**config.mk**
```make
export PLATFORM = sky130hd
export DESIGN_NAME = pixels_to_vector
export DESIGN_NICKNAME = d
export VERILOG_FILES = /design/src/rtl/pixels_to_vector.sv
export SDC_FILE = /design/constraint.sdc
export NUM_CORES = 1
export LEC_CHECK = 0
export CORE_ASPECT_RATIO = 1.75
export CORE_MARGIN = 1
export CORE_UTILIZATION = 60
export CTS_BUF_LIST = sky130_fd_sc_hd__clkbuf_4
export DETAILED_ROUTE_END_ITERATION = 8
export PLACE_DENSITY_LB_ADDON = 0.05
export REMOVE_ABC_BUFFERS = 1
export SLEW_MARGIN = 10
export SYNTH_ARGS = -nofsm -noshare
export SYNTH_HDL_FRONTEND = slang
export SYNTH_SLANG_ARGS = --single-unit
export TNS_END_PERCENT = 100
```
**constraint.sdc**
```tcl
create_clock -name clk -period 4.9 [get_ports clk]
set_input_delay 1.47 -clock clk [delete_from_list [all_inputs] [get_ports clk]]
set_output_delay 1.47 -clock clk [all_outputs]
set_load 0.01 [all_outputs]
```
**src/rtl/pixels_to_vector.sv**
```systemverilog
// rtl/pixels_to_vector.sv - capture one raster frame and binarize it into an 8x6 cell vector
module pixels_to_vector #(
    parameter int IMG_W       = 64,
    parameter int IMG_H       = 48,
    parameter int PIX_THRESH  = 128,
    parameter int INK_DARK    = 1,
    parameter int CELL_THRESH = 16
) (
    input  logic        clk,
    input  logic        rst,
    input  logic        arm,
    input  logic        pix_valid,
    input  logic        pix_sof,
    input  logic [7:0]  pix_data,
    output logic        busy,
    output logic        vec_valid,
    input  logic        vec_ready,
    output logic [47:0] vec_48,
    output logic        sof_err
);
    localparam int CW   = IMG_W / 8;
    localparam int CH   = IMG_H / 6;
    localparam int CNTW = $clog2(CW * CH + 1);
    localparam int XW   = (CW > 1) ? $clog2(CW) : 1;
    localparam int YW   = (CH > 1) ? $clog2(CH) : 1;

    typedef enum logic [1:0] {IDLE, ARMED, CAPTURE, HOLD} state_t;
    state_t state, state_n;

    // Position is tracked as (sub-column, cell column, sub-row, cell row) to avoid dividers.
    logic [XW-1:0]        x_sub, x_n, cx;
    logic [2:0]           col, col_n, ccol;
    logic [YW-1:0]        y_sub, y_n, cy;
    logic [2:0]           row, row_n, crow;
    logic [7:0][CNTW-1:0] cnt, cnt_n, ccnt;
    logic [47:0]          part, part_n, cpart, vec_n;
    logic                 busy_n, valid_n, sof_err_n;
    logic                 ink, pos_nz, sof_hit, restart, take;
    logic                 line_end, row_end, frame_end;
    logic [7:0]           row_byte;

    always_comb begin
        ink       = (INK_DARK != 0) ? (int'(pix_data) < PIX_THRESH) : (int'(pix_data) >= PIX_THRESH);
        pos_nz    = (x_sub != '0) || (col != '0) || (y_sub != '0) || (row != '0);
        sof_hit   = pix_valid && pix_sof;
        restart   = sof_hit && ((state == ARMED) || ((state == CAPTURE) && pos_nz));
        take      = pix_valid && ((state == CAPTURE) || ((state == ARMED) && pix_sof));
        sof_err_n = sof_hit && (state == CAPTURE) && pos_nz;

        // A (re)start pixel sees a cleared position, counters and partial vector.
        cx    = restart ? '0 : x_sub;
        ccol  = restart ? '0 : col;
        cy    = restart ? '0 : y_sub;
        crow  = restart ? '0 : row;
        ccnt  = restart ? '0 : cnt;
        cpart = restart ? '0 : part;

        line_end  = (cx == XW'(CW - 1)) && (ccol == 3'd7);
        row_end   = line_end && (cy == YW'(CH - 1));
        frame_end = row_end && (crow == 3'd5);

        for (int c = 0; c < 8; c++) begin
            row_byte[7-c] = (int'(ccnt[c]) + (((c == 7) && ink) ? 1 : 0)) >= CELL_THRESH;
        end

        x_n    = x_sub;
        col_n  = col;
        y_n    = y_sub;
        row_n  = row;
        cnt_n  = cnt;
        part_n = part;
        vec_n  = vec_48;

        if (take) begin
            x_n    = cx;
            col_n  = ccol;
            y_n    = cy;
            row_n  = crow;
            cnt_n  = ccnt;
            part_n = cpart;
            if (ink) begin
                cnt_n[ccol] = ccnt[ccol] + CNTW'(1);
            end

            if (cx == XW'(CW - 1)) begin
                x_n = '0;
                if (ccol == 3'd7) begin
                    col_n = '0;
                    if (cy == YW'(CH - 1)) begin
                        y_n   = '0;
                        row_n = (crow == 3'd5) ? 3'd0 : crow + 3'd1;
                    end else begin
                        y_n = cy + YW'(1);
                    end
                end else begin
                    col_n = ccol + 3'd1;
                end
            end else begin
                x_n = cx + XW'(1);
            end

            if (row_end) begin
                for (int r = 0; r < 6; r++) begin
                    if (crow == 3'(r)) begin
                        part_n[47-8*r -: 8] = row_byte;
                    end
                end
                cnt_n = '0;
            end
            if (frame_end) begin
                vec_n  = part_n;
                part_n = '0;
            end
        end

        state_n = state;
        busy_n  = busy;
        valid_n = vec_valid;
        case (state)
            IDLE: begin
                if (arm) begin
                    state_n = ARMED;
                    busy_n  = 1'b1;
                end
            end
            ARMED: begin
                if (take) begin
                    state_n = CAPTURE;
                end
            end
            CAPTURE: begin
                if (take && frame_end) begin
                    state_n = HOLD;
                    valid_n = 1'b1;
                    busy_n  = 1'b0;
                end
            end
            HOLD: begin
                if (vec_ready) begin
                    valid_n = 1'b0;
                    if (arm) begin
                        state_n = ARMED;
                        busy_n  = 1'b1;
                    end else begin
                        state_n = IDLE;
                    end
                end
            end
            default: state_n = IDLE;
        endcase
    end

    always_ff @(posedge clk) begin
        if (rst) begin
            state     <= IDLE;
            busy      <= 1'b0;
            vec_valid <= 1'b0;
            vec_48    <= '0;
            sof_err   <= 1'b0;
            x_sub     <= '0;
            col       <= '0;
            y_sub     <= '0;
            row       <= '0;
            cnt       <= '0;
            part      <= '0;
        end else begin
            state     <= state_n;
            busy      <= busy_n;
            vec_valid <= valid_n;
            vec_48    <= vec_n;
            sof_err   <= sof_err_n;
            x_sub     <= x_n;
            col       <= col_n;
            y_sub     <= y_n;
            row       <= row_n;
            cnt       <= cnt_n;
            part      <= part_n;
        end
    end
endmodule
```
Word-level counts from Yosys, hierarchy flattened. Index checks and enable logic that the tools add are counted. W data, S select, Z words.

Bits in registers: 169. Bits in latches: 0. Bits in writable memories: 0. ROM bits: 0. Bits of input ports: 14. Output and inout port bits: 51. Memories: 0.

$add $sub $neg: 6. $mul: 0. Divide/modulo/power cells: 0. Order comparisons: 11. Eq/ne operators: 15. Shifts and indexed selects: 0. Mux-type cells: 45. Bitwise operators: 0. Reductions and logical operators: 29.

Operator list (number): $mux W56 (3); $mux W48 (3); $bwmux W56 (1); $ge A7 B5 Y1 const B (7); $mux W8 (6); $mux W3 (14); $bmux W7 S3 (1); $demux W7 S3 (1); $eq A3 B3 Y1 const B (5); $reduce_bool A3 Y1 (5); $mux W7 (2); $add A3 B1 Y3 const B (4); $logic_and A1 B1 Y1 (12); $add A7 B1 Y8 (1); $ge A8 B5 Y1 const B (1); $lt A8 B8 Y1 const B (1); $mux W2 (4); $pmux W2 S4 (1); $add A7 B1 Y7 const B (1); $mux W1 (7); $eq A3 B2 Y1 const B (2); $ne A2 B2 Y1 const B (3); $reduce_and A3 Y1 (2); $logic_or A1 B1 Y1 (5); 13 further kinds (14).

Longest topological paths before layout. Gate-level depths: netlist of run 1.

Depth in word-level cells: 15. Gate-level depth with buffers: 18. Depth with buffers taken out: 13.

Least setup slack after synthesis of run 1. Ideal clock, no wire load.

Path kind: in2reg. Start: in pix_valid. End: reg cnt[19] (netlist bit). Library setup time: 0.071 ns. Data arrival time: 4.383 ns. Required time: 4.829 ns. Slack: 0.446 ns. Stages on the path: 14. Path buffers: 5. Path through: clkbuf_1 o211a_1 o31ai_4 clkbuf_1 and2_1 ha_1 ha_1 and3_1 clkbuf_1 buf_1 nor3_1 clkbuf_1 nand3_1 o2bb2ai_1.

Word-level cells in the longest chain between the ends: 10.

RTL lines: from (decl) (line 12) `input logic pix_valid,`; branches (longest 10 deep; another with $add A7 B1 Y7); to (signal assigned) (line 176) `cnt <= cnt_n;`; to (decl) (line 35) `logic [7:0][CNTW-1:0] cnt, cnt_n, ccnt;`.

Parallel ways; which one is timed is not known. The select of a mux whose other input is x is not followed. A chain may end at the register's enable or synchronous reset.

Worst setup path in the final report of run 1.
Start: in pix_valid. End: reg state[1].

Word-level cells in the longest chain between the ends: 10.

RTL lines: $logic_and A1 B1 Y1 (line 45) `sof_hit = pix_valid && pix_sof;`; $logic_and A1 B1 Y1 (line 46) `restart = sof_hit && ((state == ARMED) || ((state == CAPTURE) && pos_nz));`; $mux W3 (on tied branches) (line 51, 52); $eq A3 B3 Y1 (line 58) `line_end = (cx == XW'(CW - 1)) && (ccol == 3'd7);`; $logic_and A1 B1 Y1 (line 58); $logic_and A1 B1 Y1 (line 59) `row_end = line_end && (cy == YW'(CH - 1));`; $logic_and A1 B1 Y1 (line 60) `frame_end = row_end && (crow == 3'd5);`; $logic_and A1 B1 Y1 (line 132) `if (take && frame_end) begin`; $ne A2 B1 Y1 (no source line); $reduce_and A4 Y1 (no source line) *; to (signal assigned) (line 167) `state <= state_n;`; to (decl) (line 28) `state_t state, state_n;`.

Every way passes the cells marked *; elsewhere a longest branch is shown, timed or not.

==> results.json, run 1 <==
{
  "status": "finished clean",
  "hold_class": "flip-flop to flip-flop",
  "ios": 65,
  "netlist_area_sq_mm": 0.00750,
  "critical_path_class": "input pin to flip-flop",
  "drc": 0,
  "cts_resized": 0,
  "cts_made_buffers": 17,
  "pwr-share-clk_pct": 31.5,
  "slew_headroom_pct": 20.9,
  "dieArea_sq_mm": 0.0130,
  "critPathRequiredTime_ns": 5.32,
  "cts_tree": "built",
  "combPwrFrac_pct": 14.9,
  "overflow": 0,
  "gp_congestion": 0.875,
  "antenna_left": 0,
  "cpPeakStageDelay_ns": 0.56,
  "routed_wirelength_mm": 19.6,
  "fin_crit_sh_pct": 84.8,
  "synth_area_per_cell_sq_um": 8.71,
  "powerDensity_mw_per_mm2": 292,
  "finalNetCount": 928,
  "cp_cell_sequence": "clkdlybuf4s50_1 > o211ai_1 > nand2_1 > inv_1 > ha_1 > and3_1 > nand3_1 > a221oi_1 > a21oi_1 > a31oi_1 > nor2_1",
  "vias_per_cell": 6.20,
  "clock-sinks": 161,
  "async_flop_share_pct": 0,
  "grt_pass1_vias": 6471,
  "synth_top_flop_cell": "dfxtp_1",
  "cp.arrival_ns": 4.58,
  "wl_per_cell_microns": 18.1,
  "cp_max_fo": 9,
  "hpwlAfterDp_mm": 14.0,
  "ir_drop_mv": 0.191,
  "switching_power_w": 0.000787,
  "worstMarginPinSlew_ns": 1.18,
  "slew_viol_final": 0,
  "synthTopCellsByArea": "dfxtp_1 43%, nand2_1 6.0%, nor2_1 6.0%",
  "setup_viol": 0,
  "grt_pass1_wl_mm": 31.7,
  "fmax_mhz": 241,
  "fin_cells": 1079,
  "skew_ns": 0.0219,
  "layout_min_cycle_time_ns": 4.15,
  "chipHeight_microns": 150,
  "synth_top_area_share_pct": 42.9,
  "cts.path.max_buffers": 2,
  "htree_levels": 4,
  "seq_area_frac_synth_pct": 42.9,
  "post-place-cells": 1046,
  "post-cts-setup-buffers": 0,
  "layout-drive-gt1-share_pct": 11.6,
  "design_area_sq_mm": 0.00852,
  "clkTransAtPathRegs_ns": 0.14,
  "place_ws_ns": 0.267,
  "area_growth_pct": 13.5,
  "drv_cap": 0,
  "final_cell_mix": "161 x dfxtp_1, 118 x nor2_1, 118 x nand2_1",
  "io_buffer_count": 57,
  "core_area_sq_mm": 0.0121,
  "worstSetupStartpointType": "input pin",
  "critPathBufInv": 2,
  "worst_setup_path_end_kind": "flip-flop",
  "placed_area_sq_mm": 0.00824,
  "fp.dieW_microns": 86.5,
  "synth_edf_count": 0,
  "drtPass1Iterations": 6,
  "setup_ws_ns": 0.746,
  "hold_viol_final": 0,
  "multi_input_area_sq_mm": 0.00399,
  "syn_inst": 862,
  "hold_buffers": 0,
  "p_sw_share_pct": 31.6,
  "synth_seq_cells": 161,
  "grt.total_usage_pct": 31.6,
  "clock-root-buffer": "clkbuf_4",
  "synth_area_leader_cell": "dfxtp_1",
  "antenna_found_initial": 1,
  "vias": 6694,
  "leakagePower_nw": 2.91,
  "clock_latency_ns": 0.55,
  "seqCellArea_sq_mm": 0.00322,
  "initial_utilization_pct": 62.2,
  "final_common_cell": "dfxtp_1",
  "critPathSlowestCell": "a221oi_1",
  "rsz0062_at_grt": "no",
  "synth_cell_types": 58,
  "final_core_utilization_pct": 70.6,
  "yosysWarnings": 0,
  "power_frac_seq_pct": 53.6,
  "power.internal_w": 0.00170,
  "grt_max_degree": 52,
  "drt-initial-drc-count": 393,
  "num_rows": 53,
  "path_delay_family": "compound AO/OA/AOI/OAI gates",
  "fillers": 1099
}
==> layout make-up <==
| cell class | count | share of cell area (%) |
|---|---|---|
| tap | 165 | 2.42 |
| inverter | 6 | 0.264 |
| sequential | 161 | 37.8 |
| clock inverter | 14 | 1.70 |
| clock buffer | 18 | 1.59 |
| antenna | 1 | 0.0294 |
| multi-input combinational | 630 | 46.8 |
| timing repair buffer | 84 | 9.34 |
==> synthesized netlist by cell type, drive strengths merged, types with 2 or more instances <==
| master | instances |
|---|---|
| xor2 | 3 |
| nand3 | 14 |
| and2b | 6 |
| o211a | 3 |
| and3 | 13 |
| a221oi | 2 |
| or4 | 2 |
| or3 | 4 |
| xnor2 | 3 |
| a22o | 30 |
| clkbuf | 48 |
| nand4 | 5 |
| a32o | 3 |
| o2bb2ai | 16 |
| mux4 | 9 |
| o21ba | 3 |
| a32oi | 3 |
| a21o | 3 |
| a22oi | 46 |
| nand2 | 119 |
| dfxtp | 161 |
| mux2i | 10 |
| inv | 6 |
| nor3 | 21 |
| nor2b | 4 |
| a21oi | 68 |
| o31ai | 9 |
| and2 | 19 |
| o21ai | 15 |
| buf | 17 |
| nor3b | 5 |
| nor2 | 120 |
| o211ai | 2 |
| a31oi | 3 |
| ha | 14 |
| a211oi | 41 |
| nand2b | 4 |
==> path summary, 6_finish.rpt <==
check | start | endpoint | slack, ns | cells after the start
setup / recovery | pix_valid | state[1] | 0.75 | 11
hold reg to reg | vec_48[14] | vec_48[14] | 0.46 | 2
hold / removal | vec_48[14] | vec_48[14] | 0.46 | 2
setup reg to reg | state[0] | state[1] | 1.20 | 12
==> power by group through the flow <==
stage | Sequential (W) | Combinational, W | Clock [W]
after floorplan | 0.00136 | 0.000223 | 0
after global routing | 0.00134 | 0.000400 | 0.000855
final | 0.00133 | 0.000370 | 0.000783
after detailed placement | 0.00136 | 0.000361 | 0
after global placement | 0.00136 | 0.000349 | 0
after CTS | 0.00133 | 0.000364 | 0.000797
==> state kept, by name, summed over array words and instances, names as in the netlist <==
register	cells
cnt	56
vec_48	48
part	40
col	3
row	3
x_sub	3
y_sub	3
state	2
busy	1
sof_err	1
vec_valid	1
==> stage by stage <==
step	setup TNS, ns	total power (W)	hold WS (ns)
CTS	0	0.00249	0.465
finish	0	0.00249	0.464
detailed placement	0	0.00172	0.446
floorplan	-0.349	0.00158	0.425
global placement	0	0.00171	0.437
global route	0	0.00259	0.481
==> worst register-to-register path, delay by kind of cell (launching register included) <==
family | cells | cell delay (ns)
buffers and inverters | 2 | 0.24
and+or+nand+nor | 4 | 1.01
adders and majority gates | 2 | 0.50
DFF | 1 | 0.41
AOI/OAI and AO/OA | 4 | 1.41
==> cells by family after synthesis <==
logic type	Yosys count	synth area share, %
and+or+nand+nor	339	20.2
AOI/OAI and AO/OA	252	25.7
DFF	161	42.9
buffers and inverters	71	4.02
muxes	19	4.03
adders and majority gates	14	2.33
xor gates and xnor gates	6	0.800
==> routing by layer <==
layer	track usage [%]	wire [microns]
met1	34.6	7460
met2	56.2	10400
met3	4.85	751
met4	19.5	953
met5	0	0
Power figures use the tool's default switching activity.
==> run 2, diff against run 1 <==
--- a/config.mk
+++ b/config.mk
@@ -7,7 +7,7 @@
 export LEC_CHECK = 0
 export CORE_ASPECT_RATIO = 1.75
 export CORE_MARGIN = 1
-export CORE_UTILIZATION = 60
+export CORE_UTILIZATION = 54
 export CTS_BUF_LIST = sky130_fd_sc_hd__clkbuf_4
 export DETAILED_ROUTE_END_ITERATION = 8
 export PLACE_DENSITY_LB_ADDON = 0.05
==> constraint.sdc (replaced) <==
create_clock -name clk -period 3.3 [get_ports clk]
set_input_delay 0.99 -clock clk [delete_from_list [all_inputs] [get_ports clk]]
set_output_delay 0.99 -clock clk [all_outputs]
set_load 0.01 [all_outputs]
==> run 2 against run 1 <==
  * Sequential cell count stayed put
  * Non-clock buffer count up 77
  * Core utilization rose by 1.1 points
  * Combinational power grew 74%
  * Critical path depth grew 4
  * Cell area grew 13%
  * Global-route usage decreased by 2.3 points
  * Clock skew rose by 0.012 ns
  * Clock power rose by 66%
  * Largest cell class unchanged
==> results.json, run 2 (synthesis gave the netlist of run 1 again) <==
{
  "reg.largest.list": "cnt: 56 flops, vec_48: 48 flops, part: 40 flops",
  "grt.total_usage_pct": 29.3,
  "finalNetCount": 1005,
  "fmax_mhz": 303,
  "io_buffer_count": 57,
  "status": "finished clean",
  "holdWs_ns": 0.462,
  "final_common_cell": "dfxtp_1",
  "clock_latency_ns": 0.58,
  "drtPass1Iterations": 5,
  "fp.dieW_microns": 91.1,
  "cp_max_fo": 5,
  "critical_path_class": "flip-flop to flip-flop",
  "layout-drive-gt1-share_pct": 23.2,
  "setup_viol": 0,
  "placed_area_sq_mm": 0.00878,
  "grt_pass1_wl_mm": 32.7,
  "antenna_found_initial": 1,
  "worstSetupStartpointType": "flip-flop",
  "routed_wirelength_mm": 21.5,
  "drt-initial-drc-count": 343,
  "clock-sinks": 161,
  "chipHeight_microns": 158,
  "overflow": 0,
  "worstMarginPinSlew_ns": 1.31,
  "regMostFlops": "cnt",
  "gp_congestion": 0.907,
  "critPathRequiredTime_ns": 3.79,
  "num_rows": 56,
  "slew_headroom_pct": 12.2,
  "core_area_sq_mm": 0.0135,
  "powerDensity_mw_per_mm2": 407,
  "final_cell_mix": "160 x dfxtp_1, 118 x nand2_1, 116 x nor2_1",
  "clkTransAtPathRegs_ns": 0.13,
  "p_sw_share_pct": 30.2,
  "hpwlAfterDp_mm": 14.7,
  "pwr-share-clk_pct": 33.2,
  "final_core_utilization_pct": 71.7,
  "power.internal_w": 0.00274,
  "grt_max_degree": 57,
  "ir_drop_mv": 0.223,
  "initial_utilization_pct": 55.8,
  "vias_per_cell": 6.03,
  "drv_cap": 0,
  "cts_made_buffers": 17,
  "p_total_w": 0.00393,
  "skew_ns": 0.0334,
  "vias": 7020,
  "cts_tree": "built",
  "wl_per_cell_microns": 18.5,
  "area_growth_pct": 28.5,
  "ios": 65,
  "largest_register_ff_count": 56,
  "antenna_left": 0,
  "hold_viol_final": 0,
  "slew_viol_final": 0,
  "fin_crit_sh_pct": 99.9,
  "layout_min_cycle_time_ns": 3.30,
  "hold_class": "flip-flop to flip-flop",
  "worst_setup_path_end_kind": "flip-flop",
  "power_frac_seq_pct": 50.4,
  "combPwrFrac_pct": 16.4,
  "design_area_sq_mm": 0.00964,
  "grt_pass1_vias": 6734,
  "dieArea_sq_mm": 0.0144,
  "drc": 0,
  "cp.arrival_ns": 3.79,
  "cts.path.max_buffers": 2,
  "clock-root-buffer": "clkbuf_4",
  "switching_power_w": 0.00119,
  "htree_levels": 4,
  "leakagePower_nw": 3.41
}
-- run 2: changes by cell type in the layout (fill, tap and decap cells not counted), moves of 5 or more --
cell      previous run  this run
a211oi_1            33        17
buf_4               26        84
a21oi_2              1         7
buf_6                0         8
a211oi_2             8        23
buf_12               2         8
a21oi_1             67        61
ha_1                14         9
-- run 2: final timing paths --
kind | from | end | slack (ns) | cells past startpoint
max reg2reg | row[2] | part[8] | 0.005 | 15
max | row[2] | part[8] | 0.005 | 15
min | vec_48[21] | vec_48[21] | 0.46 | 2
min reg2reg | vec_48[21] | vec_48[21] | 0.46 | 2
-- run 2: repair_timing --
item	in CTS	in global routing
gates cloned	1	3
setup endpoints to repair	76	94
hold buffers	0	0
hold endpoints to repair	0	0
setup buffers	1	8
resized for setup	9	67
pin swaps	2	17
-- run 2: per-layer routing --
| metal | wire [microns] | up-vias | global-route usage, % |
|---|---|---|---|
| met5 | 0 | - | 0 |
| met4 | 851 | 0 | 14.4 |
| met3 | 745 | 62 | 4.61 |
| met2 | 12000 | 210 | 57.3 |
| met1 | 7960 | 3410 | 29.7 |
| li1 | - | 3338 | - |
-- run 2: area by class of cell --
type                    count  area [sq um]
multi-input cells         630          4290
fillers                  1081          3810
flip-flops and latches    161          3220
repair buffers            161          1560
well taps                 174           218
clock inverters            15           195
clock buffers              17           128
inverters                   6          22.5
diodes                      1          2.50
-- run 2: through the flow --
step / setup TNS [ns] / worst slack (ns) / instances
floorplan: -101.58 / -1.28 / 797
global placement: -69.27 / -0.585 / 1119
detailed placement: -79.02 / -0.686 / 1119
CTS: -1.07 / -0.0605 / 1153
global route: -1.03 / -0.0958 / 1165
finish: 0 / 0.00487 / 1165
-- run 2: power by group through the flow --
stage | logic, W | clock network, W | registers, W
finish | 0.000643 | 0.00130 | 0.00198
global route | 0.000700 | 0.00140 | 0.00198
CTS | 0.000627 | 0.00132 | 0.00198
detailed placement | 0.000621 | 0 | 0.00202
global placement | 0.000606 | 0 | 0.00202
floorplan | 0.000331 | 0 | 0.00202
-- run 2: worst max-delay path, cell delays in order (launching register included) --
cell and delay, ns:
dfxtp_2 0.35, or3_4 0.40, or4_4 0.45, o31ai_4 0.30
buf_6 0.17, and2_4 0.15, ha_4 0.14, ha_4 0.14
a31oi_2 0.11, a41oi_2 0.23, nor3_2 0.06, buf_4 0.15
buf_6 0.13, o31ai_4 0.19, a32oi_1 0.13, nor2_1 0.13
==> run 3, diff against run 2 <==
--- a/config.mk
+++ b/config.mk
@@ -6,7 +6,6 @@
 export NUM_CORES = 1
 export LEC_CHECK = 0
 export CORE_ASPECT_RATIO = 1.75
-export CORE_MARGIN = 1
 export CORE_UTILIZATION = 54
 export CTS_BUF_LIST = sky130_fd_sc_hd__clkbuf_4
 export DETAILED_ROUTE_END_ITERATION = 8
==> results of run 3 <==
The final DEF is identical to that of run 2; final timing and power are the same.
